`src/rtl/ejtag_dreg_arb.sv`:
```
// Two-requester (probe / debug software) sequencer for the EJTAG data-breakpoint register bus.
// Latency: grant edge N -> ACK in cycle N+3 (reject path N+1); one access per 4 cycles; REQ sampled only in IDLE.
module ejtag_dreg_arb #(
    parameter int NDBRK = 2
) (
    input  logic        CORE_CLOCK,
    input  logic        RESET_D1_R_N,
    input  logic        PRB_REQ,
    input  logic        PRB_RW,
    input  logic        PRB_SEL,
    input  logic [5:0]  PRB_ADDR,
    input  logic [31:0] PRB_WDATA,
    output logic        PRB_ACK,
    output logic        PRB_ERR,
    output logic [31:0] PRB_RDATA,
    input  logic        SW_REQ,
    input  logic        SW_RW,
    input  logic        SW_SEL,
    input  logic [5:0]  SW_ADDR,
    input  logic [31:0] SW_WDATA,
    output logic        SW_ACK,
    output logic        SW_ERR,
    output logic [31:0] SW_RDATA,
    input  logic        CP0_DM,
    input  logic [31:0] EJDM_DATA,
    output logic [5:0]  EJDI_ADDR,
    output logic        EJDI_RW,
    output logic        EJDI_SELDBRS,
    output logic        EJDI_SELDBS,
    output logic [31:0] EJDI_DATA,
    output logic        EJ_STROBE
);

    typedef enum logic [1:0] {ST_IDLE, ST_SETUP, ST_STROBE, ST_DONE} state_t;

    localparam logic [4:0] NDBRK_L = 5'(NDBRK);

    state_t      state_q;
    logic        last_sw_q;
    logic        owner_sw_q;
    logic        oor_q;
    logic        prb_ack_q, prb_err_q, sw_ack_q, sw_err_q;
    logic [31:0] prb_rdata_q, sw_rdata_q;
    logic [5:0]  ejdi_addr_q;
    logic        ejdi_rw_q, ejdi_seldbrs_q, ejdi_seldbs_q, ej_strobe_q;
    logic [31:0] ejdi_data_q;

    logic        sw_elig;
    logic        gnt_prb_d, gnt_sw_d, rej_sw_d;
    logic        req_rw_d, req_sel_d, oor_d;
    logic [5:0]  req_addr_d;
    logic [31:0] req_wdata_d, rdata_d;

    // Round-robin on ties: the side that did not win last time goes first.
    assign sw_elig   = SW_REQ & CP0_DM;
    assign gnt_prb_d = PRB_REQ & (~sw_elig | last_sw_q);
    assign gnt_sw_d  = sw_elig & (~PRB_REQ | ~last_sw_q);
    assign rej_sw_d  = SW_REQ & ~CP0_DM & ~PRB_REQ;

    assign req_rw_d    = gnt_sw_d ? SW_RW    : PRB_RW;
    assign req_sel_d   = gnt_sw_d ? SW_SEL   : PRB_SEL;
    assign req_addr_d  = gnt_sw_d ? SW_ADDR  : PRB_ADDR;
    assign req_wdata_d = gnt_sw_d ? SW_WDATA : PRB_WDATA;
    assign oor_d       = ~req_sel_d & ({1'b0, req_addr_d[5:2]} >= NDBRK_L);

    assign rdata_d = (ejdi_rw_q && !oor_q) ? EJDM_DATA : 32'h0;

    always_ff @(posedge CORE_CLOCK or negedge RESET_D1_R_N) begin
        if (!RESET_D1_R_N) begin
            state_q        <= ST_IDLE;
            last_sw_q      <= 1'b1;
            owner_sw_q     <= 1'b0;
            oor_q          <= 1'b0;
            prb_ack_q      <= 1'b0;
            prb_err_q      <= 1'b0;
            prb_rdata_q    <= 32'h0;
            sw_ack_q       <= 1'b0;
            sw_err_q       <= 1'b0;
            sw_rdata_q     <= 32'h0;
            ejdi_addr_q    <= 6'h0;
            ejdi_rw_q      <= 1'b0;
            ejdi_seldbrs_q <= 1'b0;
            ejdi_seldbs_q  <= 1'b0;
            ejdi_data_q    <= 32'h0;
            ej_strobe_q    <= 1'b0;
        end else begin
            case (state_q)
                ST_IDLE: begin
                    if (gnt_prb_d || gnt_sw_d) begin
                        ejdi_addr_q    <= req_addr_d;
                        ejdi_rw_q      <= req_rw_d;
                        ejdi_data_q    <= req_wdata_d;
                        ejdi_seldbrs_q <= ~req_sel_d;
                        ejdi_seldbs_q  <= req_sel_d;
                        owner_sw_q     <= gnt_sw_d;
                        last_sw_q      <= gnt_sw_d;
                        oor_q          <= oor_d;
                        state_q        <= ST_SETUP;
                    end else if (rej_sw_d) begin
                        // Software outside debug mode never touches the bus.
                        sw_ack_q   <= 1'b1;
                        sw_err_q   <= 1'b1;
                        sw_rdata_q <= 32'h0;
                        state_q    <= ST_DONE;
                    end
                end
                ST_SETUP: begin
                    ej_strobe_q <= ~ejdi_rw_q & ~oor_q;
                    state_q     <= ST_STROBE;
                end
                ST_STROBE: begin
                    ej_strobe_q <= 1'b0;
                    if (owner_sw_q) begin
                        sw_ack_q   <= 1'b1;
                        sw_err_q   <= oor_q;
                        sw_rdata_q <= rdata_d;
                    end else begin
                        prb_ack_q   <= 1'b1;
                        prb_err_q   <= oor_q;
                        prb_rdata_q <= rdata_d;
                    end
                    state_q <= ST_DONE;
                end
                ST_DONE: begin
                    prb_ack_q      <= 1'b0;
                    prb_err_q      <= 1'b0;
                    sw_ack_q       <= 1'b0;
                    sw_err_q       <= 1'b0;
                    ejdi_seldbrs_q <= 1'b0;
                    ejdi_seldbs_q  <= 1'b0;
                    ej_strobe_q    <= 1'b0;
                    state_q        <= ST_IDLE;
                end
                default: state_q <= ST_IDLE;
            endcase
        end
    end

    assign PRB_ACK      = prb_ack_q;
    assign PRB_ERR      = prb_err_q;
    assign PRB_RDATA    = prb_rdata_q;
    assign SW_ACK       = sw_ack_q;
    assign SW_ERR       = sw_err_q;
    assign SW_RDATA     = sw_rdata_q;
    assign EJDI_ADDR    = ejdi_addr_q;
    assign EJDI_RW      = ejdi_rw_q;
    assign EJDI_SELDBRS = ejdi_seldbrs_q;
    assign EJDI_SELDBS  = ejdi_seldbs_q;
    assign EJDI_DATA    = ejdi_data_q;
    assign EJ_STROBE    = ej_strobe_q;

endmodule

```
`config.mk`:
```
export PLATFORM = sky130hd
export DESIGN_NAME = ejtag_dreg_arb
export DESIGN_NICKNAME = d
export VERILOG_FILES = /design/src/rtl/ejtag_dreg_arb.sv
export SDC_FILE = /design/constraint.sdc
export NUM_CORES = 1
export LEC_CHECK = 0
export ABC_CLOCK_PERIOD_IN_PS = 2350
export CAP_MARGIN = 0
export CELL_PAD_IN_SITES_DETAIL_PLACEMENT = 0
export CELL_PAD_IN_SITES_GLOBAL_PLACEMENT = 1
export CORE_UTILIZATION = 40
export DETAILED_ROUTE_END_ITERATION = 8
export DONT_BUFFER_PORTS = 1
export MAX_ROUTING_LAYER = met4
export PLACE_DENSITY = 0.79
export SYNTH_ARGS = -nofsm -noshare
export SYNTH_HDL_FRONTEND = slang
export SYNTH_SLANG_ARGS = --single-unit
```
`constraint.sdc`:
```
create_clock -name CORE_CLOCK -period 2.35 [get_ports CORE_CLOCK]
set_input_delay 0.235 -clock CORE_CLOCK [delete_from_list [all_inputs] [get_ports CORE_CLOCK]]
set_output_delay 0.235 -clock CORE_CLOCK [all_outputs]
set_load 0.1 [all_outputs]
```
== Word-level counts from Yosys, hierarchy flattened ==
Cells that the tools add are included.

* Register bits after elaboration: 115
* Latch bits: 0
* RAM bits: 0
* Bits in read-only memories: 0
* Input port bits: 117
* Output and inout bits: 110
* Logic and storage cells: 86
* Memories kept: 0

* Add/subtract/negate cells: 0
* $mul: 0
* Div/mod/pow operators: 0
* Order comparisons: 1
* Equality and inequality tests: 9
* Shifts and indexed selects: 0
* Muxes and demuxes: 27
* Bitwise gates (word level): 17
* Reductions and logical operators: 16

{| class="wikitable"
|+ Operators by type and width
! operator !! count
|-
| $mux 32 || 5
|-
| $pmux 32 s2 || 1
|-
| $mux 1 || 10
|-
| $ne 2x2->1 const B || 5
|-
| $pmux 1 s2 || 5
|-
| $not 1->1 || 8
|-
| $pmux 2 s4 || 1
|-
| $reduce_and 2->1 || 4
|-
| $reduce_and 4->1 || 2
|-
| $reduce_bool 2->1 || 4
|-
| $and 1x1->1 || 7
|-
| $mux 6 || 1
|-
| $pmux 1 s3 || 2
|-
| $eq 2x2->1 const B || 2
|-
| $ge 4x2->1 const B || 1
|-
| $mux 2 || 2
|-
| $ne 3x3->1 const B || 1
|-
| $reduce_bool 3->1 || 1
|-
| $eq 2x1->1 const B || 1
|-
| $logic_not 2->1 || 1
|-
| $or 1x1->1 || 2
|-
| $reduce_or 2->1 || 1
|-
| $logic_and 1x1->1 || 1
|-
| $logic_not 1->1 || 1
|-
| $logic_or 1x1->1 || 1
|}

== Longest topological paths before layout ==
* Depth in word-level cells: 7
* Mapped depth: 9
* Depth with buffers taken out: 6

== Worst setup path before layout ==
OpenSTA, ideal clock, no wires.

* Path type: register -> register
* Start: register ejdi_rw_q (netlist: EJDI_RW)
* End: register prb_rdata_q[0] (netlist: PRB_RDATA[0])
* Setup time: 0.069 ns
* Arrival time: 1.968 ns
* Required time: 2.281 ns
* Setup slack: 0.313 ns
* Stages on the path, launching flop included: 7
* Buffers on the path: 3
* Period minus slack after synthesis: 2.037 ns
* Cells stage by stage: dfrtp_1 -> and3b_1 -> clkbuf_1 -> nor2b_1 -> clkbuf_1 -> buf_2 -> a22o_1

* Cells in the longest elaborated chain, start to end: 2

{| class="wikitable"
|+ RTL lines
! element !! RTL line !! source
|-
| from (decl) || 45 || <nowiki>logic ejdi_rw_q, ejdi_seldbrs_q, ejdi_seldbs_q, ej_strobe_q;</nowiki>
|-
| from (signal assigned) || 91 || <nowiki>ejdi_rw_q <= req_rw_d;</nowiki>
|-
| $logic_and 1x1->1 || 66 || <nowiki>assign rdata_d = (ejdi_rw_q && !oor_q) ? EJDM_DATA : 32'h0;</nowiki>
|-
| $mux 32 || 66 ||
|-
| to (signal assigned) || 120 || <nowiki>prb_rdata_q <= rdata_d;</nowiki>
|-
| to (decl) || 43 || <nowiki>logic [31:0] prb_rdata_q, sw_rdata_q;</nowiki>
|}

No other way between the ends.
A chain may end at the register's enable or synchronous reset.

== Final worst setup path ==
* Start: register state_q[0]
* End: register sw_rdata_q[2] (netlist: SW_RDATA[2])

* Cells in the longest elaborated chain, start to end: 3
* Elaborated cells between the ends (all ways): 8
* Classes of those cells: eq/ne (4); mux (1); reduce/logical (3)

{| class="wikitable"
|+ RTL lines
! element !! RTL line !! source
|-
| from (decl) || 38 || <nowiki>state_t state_q;</nowiki>
|-
| from (signal assigned) || 70 || <nowiki>state_q <= ST_IDLE;</nowiki>
|-
| from (signal assigned) || 98 || <nowiki>state_q <= ST_SETUP;</nowiki>
|-
| from (signal assigned) || 104 || <nowiki>state_q <= ST_DONE;</nowiki>
|-
| $eq 2x2->1 / $logic_not 2->1 (equally long branches) || 87 || <nowiki>case (state_q)</nowiki>
|-
| $ne 2x2->1 (no line) / $reduce_bool 2->1 (equally long branches) || -- ||
|-
| $reduce_and 4->1 (no line) || -- ||
|-
| to (signal assigned) || 116 || <nowiki>sw_rdata_q <= rdata_d;</nowiki>
|-
| to (decl) || 43 ||
|}

Several ways; a longest one is shown, not always the timed one.

==> impl_metrics.tcl <==
set metrics [dict create \
    outcome "finished, violations left" \
    violations "design-rule violations, negative hold slack" \
    start_util_pct 41.9 \
    slowest_stage "buf_4" \
    via_per_inst 5.27 \
    synthesis.nets 578 \
    yosys_warnings 0 \
    port-buffer-count 0 \
    clk_path_buf_depth 2 \
    grt_pass1_vias 3889 \
    worstPathRequired_ns 2.59 \
    final_nets 688 \
    crit_path_end_kind "register" \
    via_count 3807 \
    antennaDiodeCount 0 \
    placementRows 39 \
    num_io_pins 227 \
    drt-pass1-iter-count 8 \
    synth_seq_cells 115 \
    wl_per_cell_um 17.0 \
    tritoncts "done" \
    drive_gt1_share_pct 22.8 \
    antenna_found_initial 0 \
    worstSetupPathType "reg2reg" \
    synth_cell_types 33 \
    crit_fanout 65 \
    holdWs_ns -0.472 \
    cts-root-buf "clkbuf_16" \
    hold_violations 115 \
    arrival_ns 2.34 \
    path_clk_slew_ns 0.05 \
    drv_slew 0 \
    cts_max_level 4 \
    period_needed_ns 2.10 \
    die_area_mm2 0.0126 \
    synth_seq_area_share_pct 59.2 \
    coreArea_mm2 0.0116 \
    die_x_um 112 \
    rsz0062_at_grt "no" \
    clock_skew_ns 0.00864 \
    die-height_um 112 \
    grt_max_degree 116 \
    max_cap_viol_count 0 \
    dp.final_hpwl_um 8100 \
    critPathMaxStageDelay_ns 0.46 \
    path_cells "inv_1 > ha_1 > nor2b_1 > a211o_2 > buf_4 > o21ai_0" \
    cts_setup_buffers 0 \
    clk_latency_ns 0.40 \
    slew_headroom_pct 37.9 \
    finalSetupViolCount 0 \
    final.period_utilization_pct 89.5 \
    fmax_mhz 476 \
    post_cts_resized 0 \
    fin_tns_setup_ns 0 \
    layout_commonest_cell "dfrtp_1" \
    worst_pin_slew_ns 0.932 \
    postRouteAntennaNets 0 \
    postSynthCellCount 457 \
    synth-edff-count 0 \
    cts_sinks 115 \
    drt_iter0_drc 360 \
    grt_overflow 0 \
    wl_um 12300 \
    drc 17 \
    avgSynthCellArea_um2 10.6 \
    cts_hold_buf 32 \
    track_usage_pct 21.1 \
    synthArstFlopShare_pct 100 \
    area_delta_synth_final_pct 34.9 \
    syn_area_mm2 0.00487 \
    critPathLaunchType "register" \
    hold_path.class "in2async" \
    numCtsBuffers 17 \
    yosys_most_used_dff "dfrtp_1" \
    final_cell_mix "114 x dfrtp_1, 113 x nand2_1, 94 x buf_4" \
    gp_congestion 0.809 \
    grt_pass1_wl_um 20000 \
]
path summary, 6_finish.rpt:
path	slack (ns)	cells after the start	end	startpoint
max	0.25	6	SW_RDATA[2]	state_q[0]
max in group asynchronous	2.55	0	last_sw_q	RESET_D1_R_N
min	-0.47	0	PRB_ERR	RESET_D1_R_N
max reg2reg	0.25	6	SW_RDATA[2]	state_q[0]
min in group CORE_CLOCK	0.04	2	EJDI_DATA[20]	SW_WDATA[20]
min reg2reg	0.49	2	EJDI_DATA[4]	EJDI_DATA[4]
Yosys cell counts (2+ instances only):
cell type / instances / area [µm²]
nor3b_1: 2 / 15.0
o21ai_1: 17 / 85.1
a22o_1: 34 / 298
a21oi_1: 4 / 20.0
nand2b_1: 3 / 18.8
dfrtp_1: 114 / 2850
nor2b_1: 2 / 12.5
mux2i_1: 40 / 400
buf_2: 10 / 50.1
inv_1: 5 / 18.8
nor2_1: 4 / 15.0
o21ai_0: 62 / 310
o211ai_1: 2 / 15.0
nand2_1: 113 / 424
clkbuf_1: 20 / 75.1
ha_1: 4 / 50.1
buf_6: 5 / 56.3
kinds of logic after synthesis:
| logic type | count (synthesis) | synth area share (%) |
|---|---|---|
| mux | 41 | 8.46 |
| compound gates | 125 | 16.1 |
| fa+ha+maj | 4 | 1.03 |
| buf+inv | 41 | 4.19 |
| flops | 115 | 59.2 |
| simple gates | 131 | 11.1 |
area by class of cell:
class | count | area, µm²
fill | 1006 | 5050
sequential | 115 | 2880
multi-input combinational | 301 | 1790
timing repair buffer | 127 | 1050
clock buffer | 24 | 502
tap | 143 | 179
clock inverter | 8 | 146
inverter | 5 | 18.8
sequential cells by signal (all words and copies together) (netlist names), 2 cells and up:
signal / cells
state_q: 2
PRB_RDATA: 32
SW_RDATA: 32
EJDI_ADDR: 6
EJDI_DATA: 32
routing by layer:
| layer | vias up | wire [µm] | GRT usage, % | share of wire [%] |
|---|---|---|---|---|
| met2 | 205 | 5950 | 33.5 | 49 |
| met1 | 1784 | 4980 | 25.3 | 41 |
| met5 | - | 0 | - | 0 |
| met4 | 0 | 206 | 8.27 | 1.7 |
| li1 | 1799 | - | - | - |
| met3 | 19 | 1120 | 6.10 | 9.2 |
critical path, delay by kind of cell (launching register included):
| kind | cells | cell delay, ns |
|---|---|---|
| buf+inv | 2 | 0.59 |
| flops | 1 | 0.37 |
| simple gates | 1 | 0.23 |
| fa+ha+maj | 1 | 0.35 |
| compound gates | 2 | 0.37 |
through the flow:
step / hold slack [ns] / std cells / cell area [µm²] / utilization, % / setup WS [ns]
6_report: -0.472 / 723 / 6570 / 56.5 / 0.248
5_1_grt: -0.498 / 723 / 6570 / 56.5 / 0.0564
4_1_cts: -0.493 / 723 / 6570 / 56.5 / 0.280
3_5_place_dp: -0.0585 / 659 / 5600 / 48.2 / 0.309
3_3_place_gp: -0.0584 / 659 / 5600 / 48.2 / 0.454
2_1_floorplan: -0.0606 / 457 / 4870 / - / 0.313
Power is left out: the tool's default activity adds up to more than one toggle a clock period on the data nets, which glitch-free logic cannot reach.
